## src/rtl/lock_if.sv

```systemverilog
// lock_if: keypad lock bus; master drives key_valid/key, slave returns state, seq, cnt, tries_left, lockout_rem, unlock_pulse, fail_pulse
interface lock_if #(
  parameter int DIGITS    = 8,
  parameter int MAX_TRIES = 3,
  parameter int LOCKOUT   = 500
);
  logic                            key_valid;
  logic [4:0]                      key;
  logic [1:0]                      state;
  logic [4*DIGITS-1:0]             seq;
  logic [$clog2(DIGITS+1)-1:0]     cnt;
  logic [$clog2(MAX_TRIES+1)-1:0]  tries_left;
  logic [$clog2(LOCKOUT+1)-1:0]    lockout_rem;
  logic                            unlock_pulse;
  logic                            fail_pulse;
  modport master (
    output key_valid, key,
    input  state, seq, cnt, tries_left, lockout_rem, unlock_pulse, fail_pulse
  );
  modport slave (
    input  key_valid, key,
    output state, seq, cnt, tries_left, lockout_rem, unlock_pulse, fail_pulse
  );
endinterface

```

## src/rtl/lock_ctrl.sv

```systemverilog
// lock_ctrl: keypad lock FSM (clk, rst_n async active-low, lock_if.slave bus: key strobes in; state/seq/cnt/tries_left/lockout_rem/pulses out); define LOCK_REPROG_EN to allow code reprogramming while OPEN
module lock_ctrl #(
  parameter int                  DIGITS    = 8,
  parameter int                  MAX_TRIES = 3,
  parameter int                  LOCKOUT   = 500,
  parameter logic [4*DIGITS-1:0] CODE      = 32'h12345678
) (
  input  logic   clk,
  input  logic   rst_n,
  lock_if.slave  bus
);
  localparam int SW = 4*DIGITS;
  localparam int CW = $clog2(DIGITS+1);
  localparam int TW = $clog2(MAX_TRIES+1);
  localparam int LW = $clog2(LOCKOUT+1);
  typedef enum logic [1:0] {LOCKED = 2'd0, OPEN = 2'd1, ALARM = 2'd2} state_t;
  state_t          st, st_d;
  logic [SW-1:0]   seq_q, seq_d, code;
  logic [CW-1:0]   cnt_q, cnt_d;
  logic [TW-1:0]   tries_q, tries_d;
  logic [LW-1:0]   lrem_q, lrem_d;
  logic            unl_q, unl_d, fail_q, fail_d, entry, full;
`ifdef LOCK_REPROG_EN
  localparam bit REPROG = 1'b1;
  logic [SW-1:0] code_q, code_d;
  always_ff @(posedge clk or negedge rst_n)
    if (!rst_n) code_q <= CODE;
    else        code_q <= code_d;
  assign code = code_q;
`else
  localparam bit REPROG = 1'b0;
  assign code = CODE;
`endif
  assign entry = st == LOCKED || (REPROG && st == OPEN);
  assign full  = cnt_q == CW'(DIGITS);
  always_ff @(posedge clk or negedge rst_n)
    if (!rst_n) begin
      st      <= LOCKED;
      seq_q   <= '0;
      cnt_q   <= '0;
      tries_q <= TW'(MAX_TRIES);
      lrem_q  <= '0;
      unl_q   <= 1'b0;
      fail_q  <= 1'b0;
    end else begin
      st      <= st_d;
      seq_q   <= seq_d;
      cnt_q   <= cnt_d;
      tries_q <= tries_d;
      lrem_q  <= lrem_d;
      unl_q   <= unl_d;
      fail_q  <= fail_d;
    end
  always_comb begin
    st_d    = st;
    seq_d   = seq_q;
    cnt_d   = cnt_q;
    tries_d = tries_q;
    lrem_d  = lrem_q;
    unl_d   = 1'b0;
    fail_d  = 1'b0;
`ifdef LOCK_REPROG_EN
    code_d  = code_q;
`endif
    if (st == ALARM) begin
      lrem_d = lrem_q - 1'b1;
      if (lrem_q == LW'(1)) begin
        st_d    = LOCKED;
        tries_d = TW'(MAX_TRIES);
      end
    end else if (bus.key_valid && entry && !bus.key[4]) begin
      if (!full) begin
        seq_d = SW'({seq_q, bus.key[3:0]});
        cnt_d = cnt_q + 1'b1;
      end
    end else if (bus.key_valid && entry && bus.key == 5'h11) begin
      seq_d = '0;
      cnt_d = '0;
    end else if (bus.key_valid && bus.key == 5'h10 && !(st == LOCKED && cnt_q == '0)) begin
      seq_d = '0;
      cnt_d = '0;
      if (st == OPEN) begin
        // a partial entry only discards itself; empty or full entry relocks
        st_d = (REPROG && cnt_q != '0 && !full) ? OPEN : LOCKED;
`ifdef LOCK_REPROG_EN
        code_d = full ? seq_q : code_q;
`endif
      end else if (full && seq_q == code) begin
        st_d    = OPEN;
        unl_d   = 1'b1;
        tries_d = TW'(MAX_TRIES);
      end else begin
        fail_d  = 1'b1;
        tries_d = tries_q - 1'b1;
        if (tries_q == TW'(1)) begin
          st_d   = ALARM;
          lrem_d = LW'(LOCKOUT);
        end
      end
    end
  end
  assign bus.state        = st;
  assign bus.seq          = seq_q;
  assign bus.cnt          = cnt_q;
  assign bus.tries_left   = tries_q;
  assign bus.lockout_rem  = lrem_q;
  assign bus.unlock_pulse = unl_q;
  assign bus.fail_pulse   = fail_q;
endmodule

```

## src/flat_wrapper.sv

```systemverilog
// flat-port wrapper written by rule: the top's interface ports become plain ports
module lock_ctrl_flat 
#(
  parameter int                  DIGITS    = 8,
  parameter int                  MAX_TRIES = 3,
  parameter int                  LOCKOUT   = 500,
  parameter logic [4*DIGITS-1:0] CODE      = 32'h12345678
)
  (clk, rst_n, bus_key_valid, bus_key, bus_state, bus_seq, bus_cnt, bus_tries_left, bus_lockout_rem, bus_unlock_pulse, bus_fail_pulse);
  lock_if #(.DIGITS(DIGITS), .MAX_TRIES(MAX_TRIES), .LOCKOUT(LOCKOUT)) bus_i ();
  input  logic clk;
  input  logic rst_n;
  input wire logic [$bits(bus_i.key_valid)-1:0] bus_key_valid;
  input wire logic [$bits(bus_i.key)-1:0] bus_key;
  output wire logic [$bits(bus_i.state)-1:0] bus_state;
  output wire logic [$bits(bus_i.seq)-1:0] bus_seq;
  output wire logic [$bits(bus_i.cnt)-1:0] bus_cnt;
  output wire logic [$bits(bus_i.tries_left)-1:0] bus_tries_left;
  output wire logic [$bits(bus_i.lockout_rem)-1:0] bus_lockout_rem;
  output wire logic [$bits(bus_i.unlock_pulse)-1:0] bus_unlock_pulse;
  output wire logic [$bits(bus_i.fail_pulse)-1:0] bus_fail_pulse;
  assign bus_i.key_valid = bus_key_valid;
  assign bus_i.key = bus_key;
  assign bus_state = bus_i.state;
  assign bus_seq = bus_i.seq;
  assign bus_cnt = bus_i.cnt;
  assign bus_tries_left = bus_i.tries_left;
  assign bus_lockout_rem = bus_i.lockout_rem;
  assign bus_unlock_pulse = bus_i.unlock_pulse;
  assign bus_fail_pulse = bus_i.fail_pulse;
  lock_ctrl #(.DIGITS(DIGITS), .MAX_TRIES(MAX_TRIES), .LOCKOUT(LOCKOUT), .CODE(CODE)) u_core (.clk(clk), .rst_n(rst_n), .bus(bus_i));
endmodule
```

## config.mk

```make
export PLATFORM = sky130hd
export DESIGN_NAME = lock_ctrl_flat
export DESIGN_NICKNAME = d
export VERILOG_FILES = /design/src/rtl/lock_if.sv /design/src/rtl/lock_ctrl.sv /design/src/flat_wrapper.sv
export SDC_FILE = /design/constraint.sdc
export NUM_CORES = 1
export LEC_CHECK = 0
export BUFFER_PORTS_ARGS = -buffer_cell sky130_fd_sc_hd__buf_4
export CAP_MARGIN = 20
export CORE_UTILIZATION = 50
export CTS_BUF_LIST = sky130_fd_sc_hd__clkbuf_2
export CTS_CLUSTER_SIZE = 14
export DETAILED_ROUTE_END_ITERATION = 12
export PLACE_DENSITY = 0.75
export SLEW_MARGIN = 5
export SYNTH_ARGS = -nofsm -noshare
export SYNTH_HDL_FRONTEND = slang
export SYNTH_SLANG_ARGS = --single-unit
```

## constraint.sdc

```tcl
create_clock -name clk -period 2.4 [get_ports clk]
set_input_delay 0.48 -clock clk [delete_from_list [all_inputs] [get_ports clk]]
set_output_delay 0.48 -clock clk [all_outputs]
set_load 0.005 [all_outputs]
```

==> summary.md, run 1 <==
| Metric | Value |
|---|---|
| Outcome | `finished, final reports clean` |
| Most numerous cell in the Yosys netlist | `nand2_1` |
| DP Area | `3060 sq um` |
| Achievable Freq | `462.6 MHz` |
| Layout cells sized above 1 | `0.2659` |
| CTS tree | `built` |
| Total power | `0.002497 W` |
| Sequential-to-total area share from yosys stat | `0.5047` |
| Total length of routed wires | `5.525 mm` |
| Synth Register Bits | `51` |
| Vias | `2,136` |
| Asr flop ratio synth | `1.000` |
| Final Cycle Share | `0.9007` |
| Maxcap violations | `0` |
| Clock network latency to the later pin of the worst-skew pair | `0.42 ns` |
| Crit path launch type | `flip-flop` |
| Cts bufs inserted | `5` |
| Routability congestion estimate | `0.7617` |
| Worst slew margin | `0.5685` |
| Worst vdd ir | `0.4166 mV` |
| Number of global-route vias before repair | `2,006` |
| Post-detail-place hpwl | `3.871 mm` |
| Crit path DAT | `2.51 ns` |
| Clock transition at the registers of the reported paths | `0.25 ns` |
| Post-Syn Area | `2534 sq um` |
| Worst-Margin Slew | `0.6473 ns` |
| Unique masters post-synth | `47` |
| Final hold violation count | `0` |
| First-pass GRT wire length | `9.425 mm` |
| Worst path cell trace | `inv_1, ha_1, and3b_2, nand4_2, nor4_4, o21bai_2, a211oi_1, nor2_1` |
| Power Density | `804.0 nW/um^2` |
| Slew Viols, Final | `0` |
| Top-level port count | `59` |
| I/O Buffers | `58` |
| Leakage | `1.659 nW` |
| Total grt overflow | `0` |
| Worst hold path type | `input pin to asynchronous set/reset pin` |
| Dominant synthesized flop cell | `dfrtp_1` |
| Slowest-stage cell, CP | `dfrtp_1` |
| Worst path required time | `2.75 ns` |
| Router iterations before antenna repair | `4` |
| Via density per instance | `5.367` |
| Final routed DRC violation total | `0` |
| Synth top area share | `0.4840` |
| GR Util met3 | `0.05663` |
| Die Y | `73.19 microns` |
| Num rows | `25` |
| Detail Route Antenna Nets | `0` |
| Critical path fanouts, max | `15` |
| Ant diodes | `0` |
| Number of flops mapped to enable cells by yosys | `0` |
| Initial Utilization | `0.5294` |
| Setup Crit Path Kind | `flip-flop to flip-flop` |
| GRT busiest layer | `met2` |
| Fin nets | `346` |
| Largest net degree at the start of global routing | `52` |
| Setup_tns | `0 ns` |
| Global-route usage over all layers | `0.2298` |
| Drt initial violations | `142` |
| Post-Synthesis Mean Instance Area | `9.384 sq um` |
| Die footprint | `5356 sq um` |
| Synthesis Warnings | `0` |
| Largest cells by area after synthesis | `dfrtp_1 48%, nand2_1 9.9%, nand3_1 6.9%` |
| Die W | `73.19 microns` |
| Met2 Use GR | `0.3652` |
| Root Buffer | `clkbuf_2` |
| Clk_skew | `0.005723 ns` |
| TritonCTS sink count | `51` |
| Commonest cells post-synth | `67 x nand2_1, 49 x dfrtp_1, 35 x nand3_1, 12 x nor2_1, 9 x inv_1` |
| Max incr delay on CP | `0.50 ns` |
| Post-CTS sizing | `0` |
| RSZ-0062 raised after global routing | `no` |
| Syn nets | `286` |
| Routed wire per std cell | `13.88 microns` |
| Core region area | `4786 sq um` |
| Fin area | `3105 sq um` |
| H-tree Lvls | `2` |
| Final core occ | `0.6489` |
| Initial antenna violation count | `0` |
| Fillers | `435` |
| Post-CTS Setup Bufs | `0` |
| M1 GR Usage | `0.3126` |
| Crit path time final | `2.162 ns` |
| CTS Buffer Depth | `2` |
| Worst Setup End Kind | `flip-flop` |
| Final setup violation count | `0` |
| Area leader, netlist | `dfrtp_1` |
| # hold bufs at CTS | `0` |
| Area growth from synthesis to layout | `22.57%` |
| Syn Inst Count | `270` |
flip-flops by register name, summed over array words and instances (netlist names):
| register | cells |
|---|---|
| u_core.bus.seq | 32 |
| u_core.bus.lockout_rem | 9 |
| u_core.bus.cnt | 4 |
| u_core.bus.state | 2 |
| u_core.bus.tries_left | 2 |
| u_core.bus.fail_pulse | 1 |
| u_core.bus.unlock_pulse | 1 |
cell type report:
type | count | area [sq um] | share of cell area
clock buffer | 5 | 25.02 | 0.008058
timing repair buffer | 64 | 493.0 | 0.1587
inverter | 9 | 33.78 | 0.01088
tap | 67 | 83.83 | 0.02699
sequential | 51 | 1279 | 0.4118
clock inverter | 3 | 20.02 | 0.006446
multi-input combinational | 199 | 1171 | 0.3771
routing by layer:
| layer | vias to the layer above | share of wire |
|---|---|---|
| met1 | 1011 | 0.47 |
| met2 | 59 | 0.47 |
| met4 | 0 | 0.011 |
| li1 | 1060 | - |
| met3 | 6 | 0.047 |
| met5 | - | 0 |
worst paths after layout:
kind / start / to / slack (ns) / cells after the start
setup reg to reg: u_core.bus.cnt[0] / u_core.bus.lockout_rem[5] / 0.24 / 8
hold reg to reg: u_core.bus.seq[28] / u_core.bus.seq[28] / 0.53 / 2
hold / removal: rst_n / u_core.bus.lockout_rem[7] / 0.03 / 1
max in group asynchronous: rst_n / u_core.bus.seq[30] / 1.94 / 1
min in group clk: bus_key[3] / u_core.bus.seq[3] / 0.26 / 3
setup / recovery: u_core.bus.cnt[0] / u_core.bus.lockout_rem[5] / 0.24 / 8
layout by cell type (no fill, tap or decap), drive strengths merged, types with 6 or more instances in the layout:
master   n
nand2   68
inv      9
buf     64
dfrtp   49
ha       8
nand2b   6
nand3   35
a21oi   10
nor2    12
where the power goes:
part / leakage (nW) / switching [W] / internal (W)
clock: 0.0266 / 0.000277 / 0.0000704
combinational: 0.944 / 0.000495 / 0.000455
sequential: 0.688 / 0.000190 / 0.00101
total: 1.66 / 0.000962 / 0.00153
metrics by stage:
stage	std cells	hold WS, ns	worst slack [ns]
6_report	398	0.02820	0.2383
5_1_grt	398	0.02359	0.1047
4_1_cts	398	0.03559	0.2415
3_5_place_dp	390	0.4873	0.03625
3_3_place_gp	390	0.4803	0.07861
2_1_floorplan	270	0.1844	0.2964
cells by family (layout without fill, tap and decap cells):
kind of cell,Yosys count,in the layout,synth area share
simple gates,159,159,0.3348
flops,51,51,0.5047
compound gates,32,32,0.08691
buf+inv,20,81,0.03407
fa+ha+maj,8,8,0.03951
worst max-delay path: cells and delay by family (launching register included):
family / cells / cell delay (ns)
buffers and inverters: 1 / 0.10
adders and majority gates: 1 / 0.16
and+or+nand+nor: 4 / 0.81
AOI/OAI and AO/OA: 2 / 0.51
DFF: 1 / 0.50
Power figures use the tool's default switching activity.
==> inputs of run 2 (changes only) <==
--- a/config.mk
+++ b/config.mk
@@ -11,7 +11,8 @@
 export CTS_BUF_LIST = sky130_fd_sc_hd__clkbuf_2
 export CTS_CLUSTER_SIZE = 14
 export DETAILED_ROUTE_END_ITERATION = 12
-export PLACE_DENSITY = 0.75
+export MAX_ROUTING_LAYER = met4
+export PLACE_DENSITY = 0.78
 export SLEW_MARGIN = 5
 export SYNTH_ARGS = -nofsm -noshare
 export SYNTH_HDL_FRONTEND = slang
==> constraint.sdc (replaced) <==
create_clock -name clk -period 1.8 [get_ports clk]
set_input_delay 0.36 -clock clk [delete_from_list [all_inputs] [get_ports clk]]
set_output_delay 0.36 -clock clk [all_outputs]
set_load 0.005 [all_outputs]
==> summary.md, run 2 (synthesis results as in run 1) <==
| Metric | Value |
|---|---|
| Pre-CTS setup slack | `-0.3302 ns` |
| Routability congestion estimate | `0.8368` |
| Reg-to-Reg End | `u_core.bus.lockout_rem[8]` |
| Clk_skew | `0.04421 ns` |
| Worst Hold Launch | `bus_key[2]` |
| NetSw | `0.001998 W` |
| Achievable Freq | `451.8 MHz` |
| H-tree Lvls | `2` |
| Fillers | `188` |
| Slew Viols, Final | `0` |
| Top-level port count | `59` |
| Clock power share | `0.133` |
| Initial antenna violation count | `0` |
| Vias | `3,007` |
| Clock transition at the registers of the reported paths | `0.32 ns` |
| Setup WS post-layout | `-0.4133 ns` |
| Slowest-stage cell, CP | `dfrtp_1` |
| Crit path launch type | `flip-flop` |
| Fin nets | `420` |
| Global-route usage over all layers | `0.3489` |
| Final routed DRC violation total | `0` |
| Drt initial violations | `328` |
| Clock network latency to the later pin of the worst-skew pair | `0.50 ns` |
| Core region area | `4786 sq um` |
| Router iterations before antenna repair | `6` |
| GR Util met3 | `0.06630` |
| Worst r2r src | `u_core.bus.seq[13]` |
| Num rows | `25` |
| Outcome | `finished with violations` |
| Multi-input logic area | `1598 sq um` |
| First-pass GRT wire length | `13.31 mm` |
| Final setup violation count | `51` |
| Crit path DAT | `2.60 ns` |
| Power Density | `1149 nW/um^2` |
| Total grt overflow | `0` |
| Die Y | `73.19 microns` |
| Number of global-route vias before repair | `2,678` |
| Area growth from synthesis to layout | `69.53%` |
| Number of flip-flops in the largest register | `32` |
| Final Cycle Share | `1.230` |
| RSZ-0062 raised after global routing | `yes` |
| Ant diodes | `0` |
| Die W | `73.19 microns` |
| R2r setup slk | `-0.41 ns` |
| CTS Buffer Depth | `2` |
| Initial Utilization | `0.5294` |
| # placed instances | `447` |
| GRT busiest layer | `met2` |
| Routed wire per std cell | `23.11 microns` |
| Most frequent cells in the layout | `120 x buf_4, 49 x dfrtp_1, 35 x nand2_1` |
| Total length of routed wires | `10.91 mm` |
| CTS tree | `built` |
| I/O Buffers | `58` |
| Sw frac | `0.4049` |
| Met2 Use GR | `0.5504` |
| Largest net degree at the start of global routing | `52` |
| Crit path time final | `2.213 ns` |
| Root Buffer | `clkbuf_2` |
| Gate power share | `0.553` |
| Post-detail-place hpwl | `4.845 mm` |
| Cts bufs inserted | `5` |
| Storage element area | `1279 sq um` |
| Maxcap violations | `0` |
| Max incr delay on CP | `0.48 ns` |
| Path depth of the worst reg2reg path | `8` |
| Worst path required time | `2.19 ns` |
| Detail Route Antenna Nets | `0` |
| Hold Path End | `u_core.bus.seq[2]` |
| Setup Crit Path Kind | `flip-flop to flip-flop` |
| Worst-Margin Slew | `0.6637 ns` |
| Non-filler cells, final | `472` |
| Final hold violation count | `0` |
| Reg power frac | `0.314` |
| Critical path fanouts, max | `4` |
| Via density per instance | `6.371` |
| Worst vdd ir | `0.9103 mV` |
| Leakage | `2.191 nW` |
| Most common cell after layout, fill and taps aside | `buf_4` |
| Layout cells sized above 1 | `0.5852` |
| M1 GR Usage | `0.4269` |
| Worst hold path type | `input pin to flip-flop` |
| Hold Path Depth | `3` |
| Failing checks | `negative setup slack` |
| Worst path cell trace | `nor4bb_1, nand2_1, nor4_4, buf_4, o21bai_4, buf_6, and3_1, o21bai_1` |
| Worst slew margin | `0.5575` |
| Die footprint | `5356 sq um` |
| Worst Setup End Kind | `flip-flop` |
| TritonCTS sink count | `51` |
| Int Pwr | `0.002937 W` |
run 2: cell type report:
| type | instances | share of cell area |
|---|---|---|
| Inverter | 9 | 0.007865 |
| Clock inverter | 3 | 0.009904 |
| Timing Repair Buffer | 138 | 0.2872 |
| Tap cell | 67 | 0.01952 |
| Multi-Input combinational cell | 199 | 0.3720 |
| Sequential cell | 51 | 0.2977 |
| Clock buffer | 5 | 0.005826 |
run 2: worst max-delay path, delay by kind of cell (launching register included):
family	cells	cell delay, ns
buffers and inverters	2	0.30
DFF	1	0.48
and+or+nand+nor	4	1.03
AOI/OAI and AO/OA	2	0.29
run 2: how the worst max path moves through the flow:
| stage | startpoint | endpoint | slack (ns) | cells after the start |
|---|---|---|---|---|
| 3_3_place_gp | bus_key[3] | u_core.bus.lockout_rem[2] | -0.27 | 8 |
| 2_1_floorplan | bus_key[3] | u_core.bus.lockout_rem[2] | -0.13 | 6 |
| 6_report | u_core.bus.seq[13] | u_core.bus.lockout_rem[8] | -0.41 | 8 |
| 4_1_cts | u_core.bus.cnt[0] | u_core.bus.lockout_rem[6] | -0.17 | 10 |
| 5_1_grt | u_core.bus.seq[13] | u_core.bus.lockout_rem[8] | -0.49 | 8 |
| 3_5_place_dp | bus_key[3] | u_core.bus.lockout_rem[2] | -0.33 | 8 |
run 2: repair_timing:
item                                    4_1_cts  5_1_grt
cloned                                        5        1
hold buffers                                  1        0
resized for setup                            29       78
buffers inserted                              9        2
endpoints found under the setup margin       51       51
endpoints found under the hold margin        49        0
pin swaps                                    23       63
run 2: per-layer routing:
metal / wire (microns) / part of all wire
met5: 0 / 0
met2: 5398 / 0.49
met3: 968 / 0.089
met4: 623 / 0.057
met1: 3916 / 0.36
run 2: power groups by stage:
stage          Sequential, W  Combinational (W)  Clock, W
3_5_place_dp         0.00152            0.00181         0
5_1_grt              0.00156            0.00283  0.000678
4_1_cts              0.00151            0.00228  0.000631
2_1_floorplan        0.00158           0.000860         0
3_3_place_gp         0.00151            0.00174         0
6_report             0.00155            0.00273  0.000658
run 2: per-stage QoR:
stage	instance area [sq um]	hold WS (ns)	util	TNS [ns]	power [W]
final	4295	0.07322	0.8975	-10.97	0.004935
after CTS	3974	0.09640	0.8303	-5.597	0.004416
after floorplan	2613	0.06441	-	-3.009	0.002442
after global placement	3551	0.4219	0.7420	-6.534	0.003242
after detailed placement	3551	0.4278	0.7420	-8.564	0.003330
after global routing	4295	0.06853	0.8975	-12.62	0.005073
